## src/rtl/raw10_byte2pixel.sv

```systemverilog
// CSI-2 RAW10 payload unpacker: 5 payload bytes become 4 ten-bit pixels, one per clock,
// with frame_valid/line_valid regenerated from FS/FE/long-packet-start events.
module raw10_byte2pixel #(
    parameter int unsigned PD_BUS_WIDTH = 10,
    parameter int unsigned WC_WIDTH     = 16
) (
    input  logic                    clk,
    input  logic                    reset,
    input  logic                    fs_i,
    input  logic                    fe_i,
    input  logic                    lp_start_i,
    input  logic [WC_WIDTH-1:0]     wc_i,
    input  logic [7:0]              byte_i,
    input  logic                    byte_en_i,
    output logic [PD_BUS_WIDTH-1:0] pixel_data,
    output logic                    de_o,
    output logic                    line_valid,
    output logic                    frame_valid,
    output logic                    wc_err_o
);

    localparam int unsigned AW = WC_WIDTH + 1;

    typedef enum logic [1:0] {
        S_IDLE  = 2'd0,
        S_RECV  = 2'd1,
        S_DRAIN = 2'd2
    } state_t;

    state_t                          state_q, state_n;
    logic [WC_WIDTH-1:0]             rem_q, rem_n;
    logic [2:0]                      grp_q, grp_n;
    logic [3:0][7:0]                 hi_q, hi_n;
    logic [2:0][PD_BUS_WIDTH-1:0]    obuf_q, obuf_n;
    logic [1:0]                      cnt_q, cnt_n;
    logic                            fe_pend_q, fe_pend_n;
    logic [PD_BUS_WIDTH-1:0]         pix_n;
    logic                            de_n, lv_n, fv_n, err_n;
    logic                            accept, lv_kill;
    logic [AW-1:0]                   avail;

    // State register and registered outputs
    always_ff @(posedge clk or posedge reset) begin
        if (reset) begin
            state_q     <= S_IDLE;
            rem_q       <= '0;
            grp_q       <= '0;
            hi_q        <= '0;
            obuf_q      <= '0;
            cnt_q       <= '0;
            fe_pend_q   <= 1'b0;
            pixel_data  <= '0;
            de_o        <= 1'b0;
            line_valid  <= 1'b0;
            frame_valid <= 1'b0;
            wc_err_o    <= 1'b0;
        end else begin
            state_q     <= state_n;
            rem_q       <= rem_n;
            grp_q       <= grp_n;
            hi_q        <= hi_n;
            obuf_q      <= obuf_n;
            cnt_q       <= cnt_n;
            fe_pend_q   <= fe_pend_n;
            pixel_data  <= pix_n;
            de_o        <= de_n;
            line_valid  <= lv_n;
            frame_valid <= fv_n;
            wc_err_o    <= err_n;
        end
    end

    // Next-state: drain, byte unpacking, then frame/line events (fs > fe > lp_start)
    always_comb begin
        state_n   = state_q;
        rem_n     = rem_q;
        grp_n     = grp_q;
        hi_n      = hi_q;
        obuf_n    = obuf_q;
        cnt_n     = cnt_q;
        fe_pend_n = fe_pend_q;
        pix_n     = pixel_data;
        de_n      = 1'b0;
        fv_n      = frame_valid;
        err_n     = wc_err_o;
        lv_kill   = 1'b0;
        lv_n      = 1'b0;
        avail     = '0;

        if (cnt_q != 2'd0) begin
            pix_n     = obuf_q[0];
            obuf_n[0] = obuf_q[1];
            obuf_n[1] = obuf_q[2];
            obuf_n[2] = '0;
            cnt_n     = cnt_q - 2'd1;
            de_n      = 1'b1;
        end

        if (state_q == S_DRAIN && cnt_n == 2'd0) begin
            state_n = S_IDLE;
        end

        accept = byte_en_i && (state_q == S_RECV) && (rem_q != '0)
                 && !fs_i && !fe_i && !lp_start_i;

        if (accept) begin
            rem_n = rem_q - WC_WIDTH'(1);
            if (grp_q == 3'd4) begin
                // Last byte of the group carries the two LSBs of all four pixels
                grp_n     = 3'd0;
                pix_n     = PD_BUS_WIDTH'({hi_q[0], byte_i[1:0]});
                obuf_n[0] = PD_BUS_WIDTH'({hi_q[1], byte_i[3:2]});
                obuf_n[1] = PD_BUS_WIDTH'({hi_q[2], byte_i[5:4]});
                obuf_n[2] = PD_BUS_WIDTH'({hi_q[3], byte_i[7:6]});
                cnt_n     = 2'd3;
                de_n      = 1'b1;
            end else begin
                hi_n[grp_q[1:0]] = byte_i;
                grp_n            = grp_q + 3'd1;
            end
            if (rem_n == '0) begin
                state_n = S_DRAIN;
                if (grp_n != 3'd0) begin
                    err_n = 1'b1;
                end
            end
        end

        if (fs_i) begin
            fv_n      = 1'b1;
            fe_pend_n = 1'b0;
            state_n   = S_IDLE;
            rem_n     = '0;
            grp_n     = '0;
            cnt_n     = '0;
            de_n      = 1'b0;
            lv_kill   = 1'b1;
            if (frame_valid) begin
                err_n = 1'b1;
            end else if (state_q == S_IDLE) begin
                err_n = 1'b0;
            end
        end else if (fe_i && frame_valid) begin
            if (state_q == S_IDLE && !line_valid) begin
                fv_n = 1'b0;
            end else begin
                // Let the in-flight buffer finish; a partial group is abandoned
                fe_pend_n = 1'b1;
                if (state_q == S_RECV) begin
                    state_n = S_DRAIN;
                    rem_n   = '0;
                    grp_n   = '0;
                end
            end
        end else if (lp_start_i) begin
            if (!frame_valid) begin
                err_n = 1'b1;
            end else begin
                if (state_q != S_IDLE) begin
                    err_n = 1'b1;
                end
                cnt_n   = '0;
                de_n    = 1'b0;
                lv_kill = 1'b1;
                rem_n   = wc_i;
                grp_n   = '0;
                state_n = (wc_i == '0) ? S_IDLE : S_RECV;
            end
        end else if (fe_pend_q && state_q == S_IDLE && !line_valid) begin
            fv_n      = 1'b0;
            fe_pend_n = 1'b0;
        end

        // line_valid bridges gaps only while the remaining bytes can still finish a group
        avail = {1'b0, rem_n} + AW'(grp_n);
        if (!lv_kill) begin
            lv_n = de_n || (line_valid && ((cnt_n != 2'd0) ||
                   (state_n == S_RECV && avail >= AW'(5))));
        end
    end

endmodule

```

## config.mk

```make
export PLATFORM = sky130hd
export DESIGN_NAME = raw10_byte2pixel
export DESIGN_NICKNAME = d
export VERILOG_FILES = /design/src/rtl/raw10_byte2pixel.sv
export SDC_FILE = /design/constraint.sdc
export NUM_CORES = 1
export LEC_CHECK = 0
export BUFFER_PORTS_ARGS = -buffer_cell sky130_fd_sc_hd__buf_4
export CAP_MARGIN = 5
export CORE_MARGIN = 2
export CORE_UTILIZATION = 65
export CTS_CLUSTER_DIAMETER = 120
export CTS_CLUSTER_SIZE = 12
export DETAILED_ROUTE_END_ITERATION = 6
export PLACE_DENSITY = 0.86
export SLEW_MARGIN = 20
export SYNTH_ARGS = -nofsm -noshare
export SYNTH_HDL_FRONTEND = slang
export SYNTH_SLANG_ARGS = --single-unit
```

## constraint.sdc

```tcl
create_clock -name clk -period 6.8 [get_ports clk]
set_input_delay 1.36 -clock clk [delete_from_list [all_inputs] [get_ports clk]]
set_output_delay 1.36 -clock clk [all_outputs]
set_load 0.03 [all_outputs]
```

==> results by group, run 1 <==
Status
  • Status: complete, no violations

Placed design
  • Port bufs: 43
  • GPL Wtd Cong: 1.00
  • Post-DP HPWL: 9010 µm

Clocking
  • CTS Root Buffer Type: clkbuf_8
  • CTS clock-pin slew for the worst setup and hold paths: 100 ps
  • Post-CTS Resized: 0
  • Post-CTS Hold Fix Bufs: 0
  • Clk buf depth: 2
  • Clk Latency, worst-skew pair: 370 ps
  • CTS tree: yes
  • Post-CTS setup buffer count: 0
  • CTS H-tree lvls: 3
  • Clock Sinks: 100
  • CTS Buf Count: 9

STA
  • Slew margin rel.: 0.389
  • RSZ-0062 raised after global routing: false
  • Final setup viols: 0
  • Fmax: 0.188 GHz
  • Crit share post-route: 0.782
  • Endpoints failing hold: 0
  • Crit path time final: 5320 ps
  • Final TNS setup: 0 ps
  • Skew final: 13.6 ps
  • Tightest Pin Transition: 917 ps
  • Max-slew violation count: 0

Yosys
  • Async SR Flop Fraction: 1.00
  • Most frequent cells after synthesis: dfrtp_1 (100), nand2_1 (88), o21ai_0 (42)
  • Yosys top cell area share: 0.471
  • Mapped Nets: 569
  • Fraction of the yosys area taken by sequential cells: 0.471
  • Yosys reg bits: 100
  • Largest cells by area after synthesis: dfrtp_1 (47%), mux2_2 (6.8%), mux2i_1 (6.4%)
  • Ys Warns: 0
  • Most common cell in the netlist: dfrtp_1
  • Post-synth EDFFs: 0
  • Post-Syn Area: 5320 µm²
  • Count of cell types in the netlist: 74
  • Syn_area_per_cell: 10.1 µm²
  • Syn Inst Count: 529
  • Main synth FF type: dfrtp_1
  • Area leader, netlist: dfrtp_1

GRT
  • Gr ovfl total: 0
  • Total GRT Usage: 0.299
  • First-pass GRT wire length: 20,300 µm
  • Largest net degree at the start of global routing: 77
  • Vias in the first global route: 4,100
  • Initial antenna violation count: 1

Floorplanning
  • IO Pins: 44
  • Die Span X: 94.5 µm
  • Starting Density: 0.681
  • Die Area: 8920 µm²
  • Rows: 32
  • Core ar.: 7810 µm²
  • Overall die height: 94.5 µm

Layout
  • Share of cells above drive strength 1: 0.199
  • Layout Utilization: 0.755
  • Fill count: 535
  • Diodes inserted: 0
  • Area of the multi-input gates: 2670 µm²
  • Register area: 2500 µm²
  • Synth-to-layout area growth: 10.8%
  • Nets: 602

Routing
  • DRT iter0 DRCs: 346
  • Pre-Repair DR Iteration Count: 6
  • # DRC: 0
  • Vias/cell: 6.38
  • DR WL/cell: 18.8 µm
  • Via count: 4,270
  • Antenna-violating nets left: 0
  • Final WL: 12,600 µm

Min path
  • Min-Delay Path Class: register to register

Pwr
  • Pwr Density: 199 nW/µm²
  • Net switching power: 0.342 mW
  • Comb power frac: 0.147
  • Int Pwr: 0.829 mW
  • Leak: 2.88 nW
  • Sequential Power Share: 0.549
  • Sw Ratio: 0.292
  • Clk pwr share: 0.303
  • VDD IR max: 121 µV

Worst setup path
  • Crit-path slowest cell: nor2_1
  • Data arrival, critical path: 5570 ps
  • CP endpoint kind: register
  • Req. time, crit path: 7060 ps
  • CP cell instances: buf_4 > nor4b_4 > nand2_1 > nor2_1 > xnor2_1 > o21ai_0 > ha_1 > inv_1 > fa_1 > nor2b_1 > or2_2 > and3b_1 > nand4_2 > o41a_1 > o31a_1
  • CP Class: input pin to register
  • Critical path fanouts, max: 14
  • Startpoint types: input pin
  • CP max stage delay: 700 ps

Job
  • Maximum Capacitance Violations: 0
critical path: cells and delay by family:
family                   cells  cell delay (ps)
AO/OA/AOI/OAI                3             1050
XOR/XNOR                     1              120
adder cells (fa/ha/maj)      2              650
buffers and inverters        2              220
AND/OR/NAND/NOR              7             2160
final timing paths:
| path | start | end | slack, ps | depth (start not counted) |
|---|---|---|---|---|
| worst max register to register | rem_q[0]$_DFF_PP0_ | line_valid$_DFF_PP0_ | 1820 | 16 |
| worst max-delay path | fs_i | line_valid$_DFF_PP0_ | 1480 | 15 |
| worst min-delay path | hi_q[30]$_DFFE_PP0P_ | obuf_q[28]$_DFF_PP0_ | 480 | 2 |
| max in group asynchronous | reset | hi_q[28]$_DFFE_PP0P_ | 4620 | 3 |
| worst min register to register | hi_q[30]$_DFFE_PP0P_ | obuf_q[28]$_DFF_PP0_ | 480 | 2 |
| min in group asynchronous | reset | fe_pend_q$_DFFE_PP0P_ | 960 | 2 |
registers in the layout (all words and copies together) (netlist names), 2 cells and up:
register / cells
hi_q: 32
obuf_q: 30
grp_q: 3
pixel_data: 10
cnt_q: 2
state_q: 2
rem_q: 16
routing by layer:
layer  share of wire  track usage  wire length (µm)  vias up
met4           0.016       0.0990               197        0
met3           0.068       0.0591               859       20
li1                -            -                 -     1968
met2            0.46        0.456              5770      164
met5               0            0                 0        -
met1            0.46        0.433              5780     2118
layout make-up:
cell class,instances,share of cell area
well taps,102,0.0217
multi-input cells,388,0.452
flip-flops and latches,100,0.425
clock inverters,6,0.00913
repair buffers,47,0.0599
clock buffers,10,0.0217
inverters,16,0.0106
power groups by stage:
| stage | Combinational, mW | Sequential (mW) | Clock [mW] |
|---|---|---|---|
| after floorplan | 0.120 | 0.649 | 0 |
| after global placement | 0.164 | 0.652 | 0 |
| after detailed placement | 0.169 | 0.654 | 0 |
| after CTS | 0.171 | 0.642 | 0.362 |
| after global routing | 0.190 | 0.647 | 0.385 |
| final | 0.173 | 0.643 | 0.356 |
layout by cell type, fill, tap and decap left out, types with 4 or more instances in the layout:
cell type	Yosys	layout
mux2i_1	34	34
nor4_1	12	12
a21oi_1	16	16
dfrtp_1	100	100
buf_4	1	47
or3_1	4	4
nand2_1	88	88
nor2_1	25	24
ha_1	9	9
xor2_1	5	5
or4_1	7	7
a211oi_1	5	5
a21o_1	4	4
nor3_1	7	7
mux2_2	32	32
nand4_1	4	4
clkbuf_8	0	9
o21ai_0	42	42
xnor2_1	6	6
nand3_1	18	18
inv_1	16	15
cell families after synthesis:
kind of cell,share of synthesized area
muxes,0.134
xor gates and xnor gates,0.0181
and+or+nand+nor,0.197
AOI/OAI and AO/OA,0.123
adders and majority gates,0.0249
buffers and inverters,0.0318
DFF,0.471
per-stage QoR:
step           setup slack (ps)  power, mW  hold slack, ps  area (µm²)  std cells
2_1_floorplan              1910      0.769             433        5320        529
3_3_place_gp               1450      0.817             441        5710        653
3_5_place_dp               1230      0.823             455        5710        653
4_1_cts                    1610       1.17             480        5890        669
5_1_grt                    1330       1.22             507        5890        669
6_report                   1480       1.17             475        5890        669
Note: power is estimated with default switching activity, not from simulation.
==> inputs of run 2 (changes only) <==
--- a/config.mk
+++ b/config.mk
@@ -5,14 +5,15 @@
 export SDC_FILE = /design/constraint.sdc
 export NUM_CORES = 1
 export LEC_CHECK = 0
+export ABC_AREA = 1
 export BUFFER_PORTS_ARGS = -buffer_cell sky130_fd_sc_hd__buf_4
 export CAP_MARGIN = 5
 export CORE_MARGIN = 2
-export CORE_UTILIZATION = 65
+export CORE_UTILIZATION = 61
 export CTS_CLUSTER_DIAMETER = 120
 export CTS_CLUSTER_SIZE = 12
 export DETAILED_ROUTE_END_ITERATION = 6
-export PLACE_DENSITY = 0.86
+export PLACE_DENSITY = 0.81
 export SLEW_MARGIN = 20
 export SYNTH_ARGS = -nofsm -noshare
 export SYNTH_HDL_FRONTEND = slang
==> constraint.sdc (replaced) <==
create_clock -name clk -period 4.9 [get_ports clk]
set_input_delay 0.98 -clock clk [delete_from_list [all_inputs] [get_ports clk]]
set_output_delay 0.98 -clock clk [all_outputs]
set_load 0.03 [all_outputs]
==> run 2 against run 1 <==
Sequential power up 38%. Sequential share of layout area down 3.6 points. Clock skew down 0.65 ps. Setup slack worse by 580 ps. Non-clock buffer count up 3. Register-to-register slack worse by 920 ps. Largest power group unchanged. Global-route usage down 1.6 points. Die area up 15%. Critical path depth up 13. Combinational power up 77%.
==> results by group, run 2 <==
Routing
  • Final WL: 13,700 µm (+8.7%)
  • DRT iter0 DRCs: 238 (-31%)
  • # DRC: 0 (unchanged)
  • Vias/cell: 5.55 (-13%)
  • DR WL/cell: 15.8 µm (-16%)
  • Antenna-violating nets left: 0 (unchanged)
  • Via count: 4,830 (+13%)
  • Pre-Repair DR Iteration Count: 5 (-1)

Worst setup path
  • Startpoint types: register
  • CP endpoint kind: register
  • Data arrival, critical path: 4270 ps (-1300 ps)
  • Crit-path slowest cell: dfrtp_1
  • Top cell by count, worst path: nand2_1
  • CP Class: register to register
  • Critical path fanouts, max: 21 (+7)
  • Req. time, crit path: 5170 ps (-1890 ps)
  • CP max stage delay: 420 ps (-280 ps)

STA
  • Max-slew violation count: 0 (unchanged)
  • Final setup viols: 0 (unchanged)
  • Endpoints failing hold: 0 (unchanged)
  • RSZ-0062 raised after global routing: false
  • Crit path time final: 4000 ps
  • Crit share post-route: 0.816
  • Final TNS setup: 0 ps (unchanged)
  • Slew margin rel.: 0.288 (-0.101)
  • Skew final: 12.9 ps (-0.647 ps)
  • Fmax: 0.250 GHz
  • Tightest Pin Transition: 1060 ps (+148 ps)

Layout
  • Max reg flops: 32 (unchanged)
  • Area of the multi-input gates: 2880 µm² (+8.1%)
  • Nets: 794 (+32%)
  • Most frequent cells in the layout: nand2_1 (180), dfrtp_1 (100), inv_1 (73)
  • Final std cell area, no fill: 6440 µm² (+9.3%)
  • Most flops, register: hi_q
  • Fill count: 728 (+36%)
  • Diodes inserted: 0 (unchanged)
  • Top Registers: hi_q x32, obuf_q x30, rem_q x16
  • Share of cells above drive strength 1: 0.182 (-0.0175)
  • Register area: 2500 µm² (unchanged)
  • Commonest non-fill, non-tap cell in the layout: nand2_1
  • Synth-to-layout area growth: 11.9%
  • Layout Utilization: 0.700 (-0.0545)

Yosys
  • Main synth FF type: dfrtp_1
  • Mapped Nets: 750 (+32%)
  • Ys Warns: 0 (unchanged)
  • Most frequent cells after synthesis: nand2_1 (180), dfrtp_1 (100), inv_1 (74)
  • Post-synth EDFFs: 0 (unchanged)
  • Yosys reg bits: 100 (unchanged)
  • Fraction of the yosys area taken by sequential cells: 0.435 (-0.0355)
  • Post-Syn Area: 5750 µm² (+8.2%)
  • Largest cells by area after synthesis: dfrtp_1 (44%), nand2_1 (12%), o21ai_0 (5.9%)
  • Async SR Flop Fraction: 1.00 (unchanged)
  • Area leader, netlist: dfrtp_1
  • Syn_area_per_cell: 8.10 µm² (-19%)
  • Count of cell types in the netlist: 41 (-45%)
  • Most common cell in the netlist: nand2_1
  • Yosys top cell area share: 0.435 (-0.0355)
  • Syn Inst Count: 710 (+34%)

GRT
  • Vias in the first global route: 4,710 (+15%)
  • Gr ovfl total: 0 (unchanged)
  • Largest net degree at the start of global routing: 74 (-3.9%)
  • Total GRT Usage: 0.282 (-0.0163)
  • Initial antenna violation count: 0 (-1)
  • First-pass GRT wire length: 22,500 µm (+11%)

Pwr
  • Net switching power: 0.539 mW (+57%)
  • Int Pwr: 1.22 mW (+47%)
  • Sw Ratio: 0.306 (+0.0142)
  • VDD IR max: 126 µV (+3.5%)
  • Pwr Density: 273 nW/µm² (+37%)
  • Clk pwr share: 0.322 (+0.019)
  • Leak: 3.37 nW (+17%)
  • Comb power frac: 0.174 (+0.027)
  • Tot Pwr: 1.76 mW (+50%)
  • Sequential Power Share: 0.504 (-0.045)

Placed design
  • Post-DP HPWL: 10,300 µm (+14%)
  • Post-Place Cell Area: 6190 µm² (+8.5%)
  • Port bufs: 43 (unchanged)
  • GPL Wtd Cong: 0.937 (-6.5%)

Clocking
  • CTS Root Buffer Type: clkbuf_8
  • Clock Sinks: 100 (unchanged)
  • CTS H-tree lvls: 3 (unchanged)
  • CTS Buf Count: 9 (unchanged)
  • Post-CTS Resized: 0 (unchanged)
  • Post-CTS setup buffer count: 0 (unchanged)
  • CTS tree: yes
  • Clk buf depth: 2 (unchanged)
  • CTS clock-pin slew for the worst setup and hold paths: 110 ps (about the same)
  • Post-CTS Hold Fix Bufs: 0 (unchanged)
  • Clk Latency, worst-skew pair: 370 ps (about the same)

Job
  • Maximum Capacitance Violations: 0 (unchanged)

Min path
  • Min-Delay Path Class: register to register

Floorplanning
  • Starting Density: 0.625 (-0.0556)
  • Rows: 35 (+9.4%)
  • Die Area: 10,200 µm² (+15%)
  • Core ar.: 9200 µm² (+18%)
  • IO Pins: 44 (unchanged)
  • Overall die height: 101 µm (+7.0%)
  • Die Span X: 101 µm (+7.0%)

Status
  • Status: complete, no violations
## run 2: changes by cell type in the layout (fill, tap and decap cells not counted), sizes merged, moves of 6 or more
cell / before / now
a211oi: 6 / 0
inv: 19 / 82
mux2: 33 / 21
nand2: 88 / 196
nand3: 18 / 44
nor2: 25 / 80
nor3: 8 / 2
nor4: 14 / 4
o21ai: 44 / 70
or4: 9 / 0
## run 2: area by class of cell
| class | count | share of cell area |
|---|---|---|
| clock buffers | 9 | 0.0192 |
| clock inverters | 7 | 0.0146 |
| inverters | 80 | 0.0470 |
| multi-input cells | 513 | 0.448 |
| flip-flops and latches | 100 | 0.389 |
| well taps | 111 | 0.0216 |
| repair buffers | 50 | 0.0614 |
## run 2: cell families after synthesis
family / Yosys count / share of synthesized area
and+or+nand+nor: 340 / 0.269
AOI/OAI and AO/OA: 101 / 0.0968
DFF: 100 / 0.435
buffers and inverters: 97 / 0.0666
muxes: 50 / 0.0916
xor gates and xnor gates: 12 / 0.0183
adders and majority gates: 10 / 0.0231
## run 2: stage by stage
step | cells | hold WS, ps | worst slack (ps)
2_1_floorplan | 710 | 447 | 1140
4_1_cts | 869 | 493 | 905
3_3_place_gp | 853 | 458 | 730
6_report | 870 | 490 | 901
3_5_place_dp | 853 | 464 | 570
5_1_grt | 870 | 501 | 489
## run 2: metal layers
metal,track usage,vias up,share of wire
li1,-,2397,-
met1,0.352,2270,0.42
met2,0.488,125,0.50
met3,0.0381,38,0.036
met4,0.131,0,0.040
met5,0,-,0
## run 2: critical path, delay by kind of cell, from the launching register on
| kind | cells | cell delay (ps) |
|---|---|---|
| fa+ha+maj | 3 | 870 |
| flops | 1 | 420 |
| buf+inv | 6 | 690 |
| simple gates | 16 | 1460 |
| compound gates | 3 | 430 |
## run 2: final timing paths
check / start / to / slack (ps) / cells past startpoint
setup / recovery: rem_q[0]$_DFF_PP0_ / line_valid$_DFF_PP0_ / 900 / 28
hold / removal: hi_q[1]$_DFFE_PP0P_ / pixel_data[3]$_DFF_PP0_ / 490 / 2
setup reg to reg: rem_q[0]$_DFF_PP0_ / line_valid$_DFF_PP0_ / 900 / 28
hold reg to reg: hi_q[1]$_DFFE_PP0P_ / pixel_data[3]$_DFF_PP0_ / 490 / 2
max in group asynchronous: reset / rem_q[5]$_DFF_PP0_ / 3230 / 3
min in group asynchronous: reset / hi_q[28]$_DFFE_PP0P_ / 780 / 2
## run 2: power by group through the flow
stage	registers (mW)	clock network (mW)	logic [mW]
2_1_floorplan	0.899	0	0.214
3_3_place_gp	0.900	0	0.301
3_5_place_dp	0.902	0	0.305
4_1_cts	0.886	0.576	0.307
5_1_grt	0.891	0.607	0.348
6_report	0.886	0.567	0.307
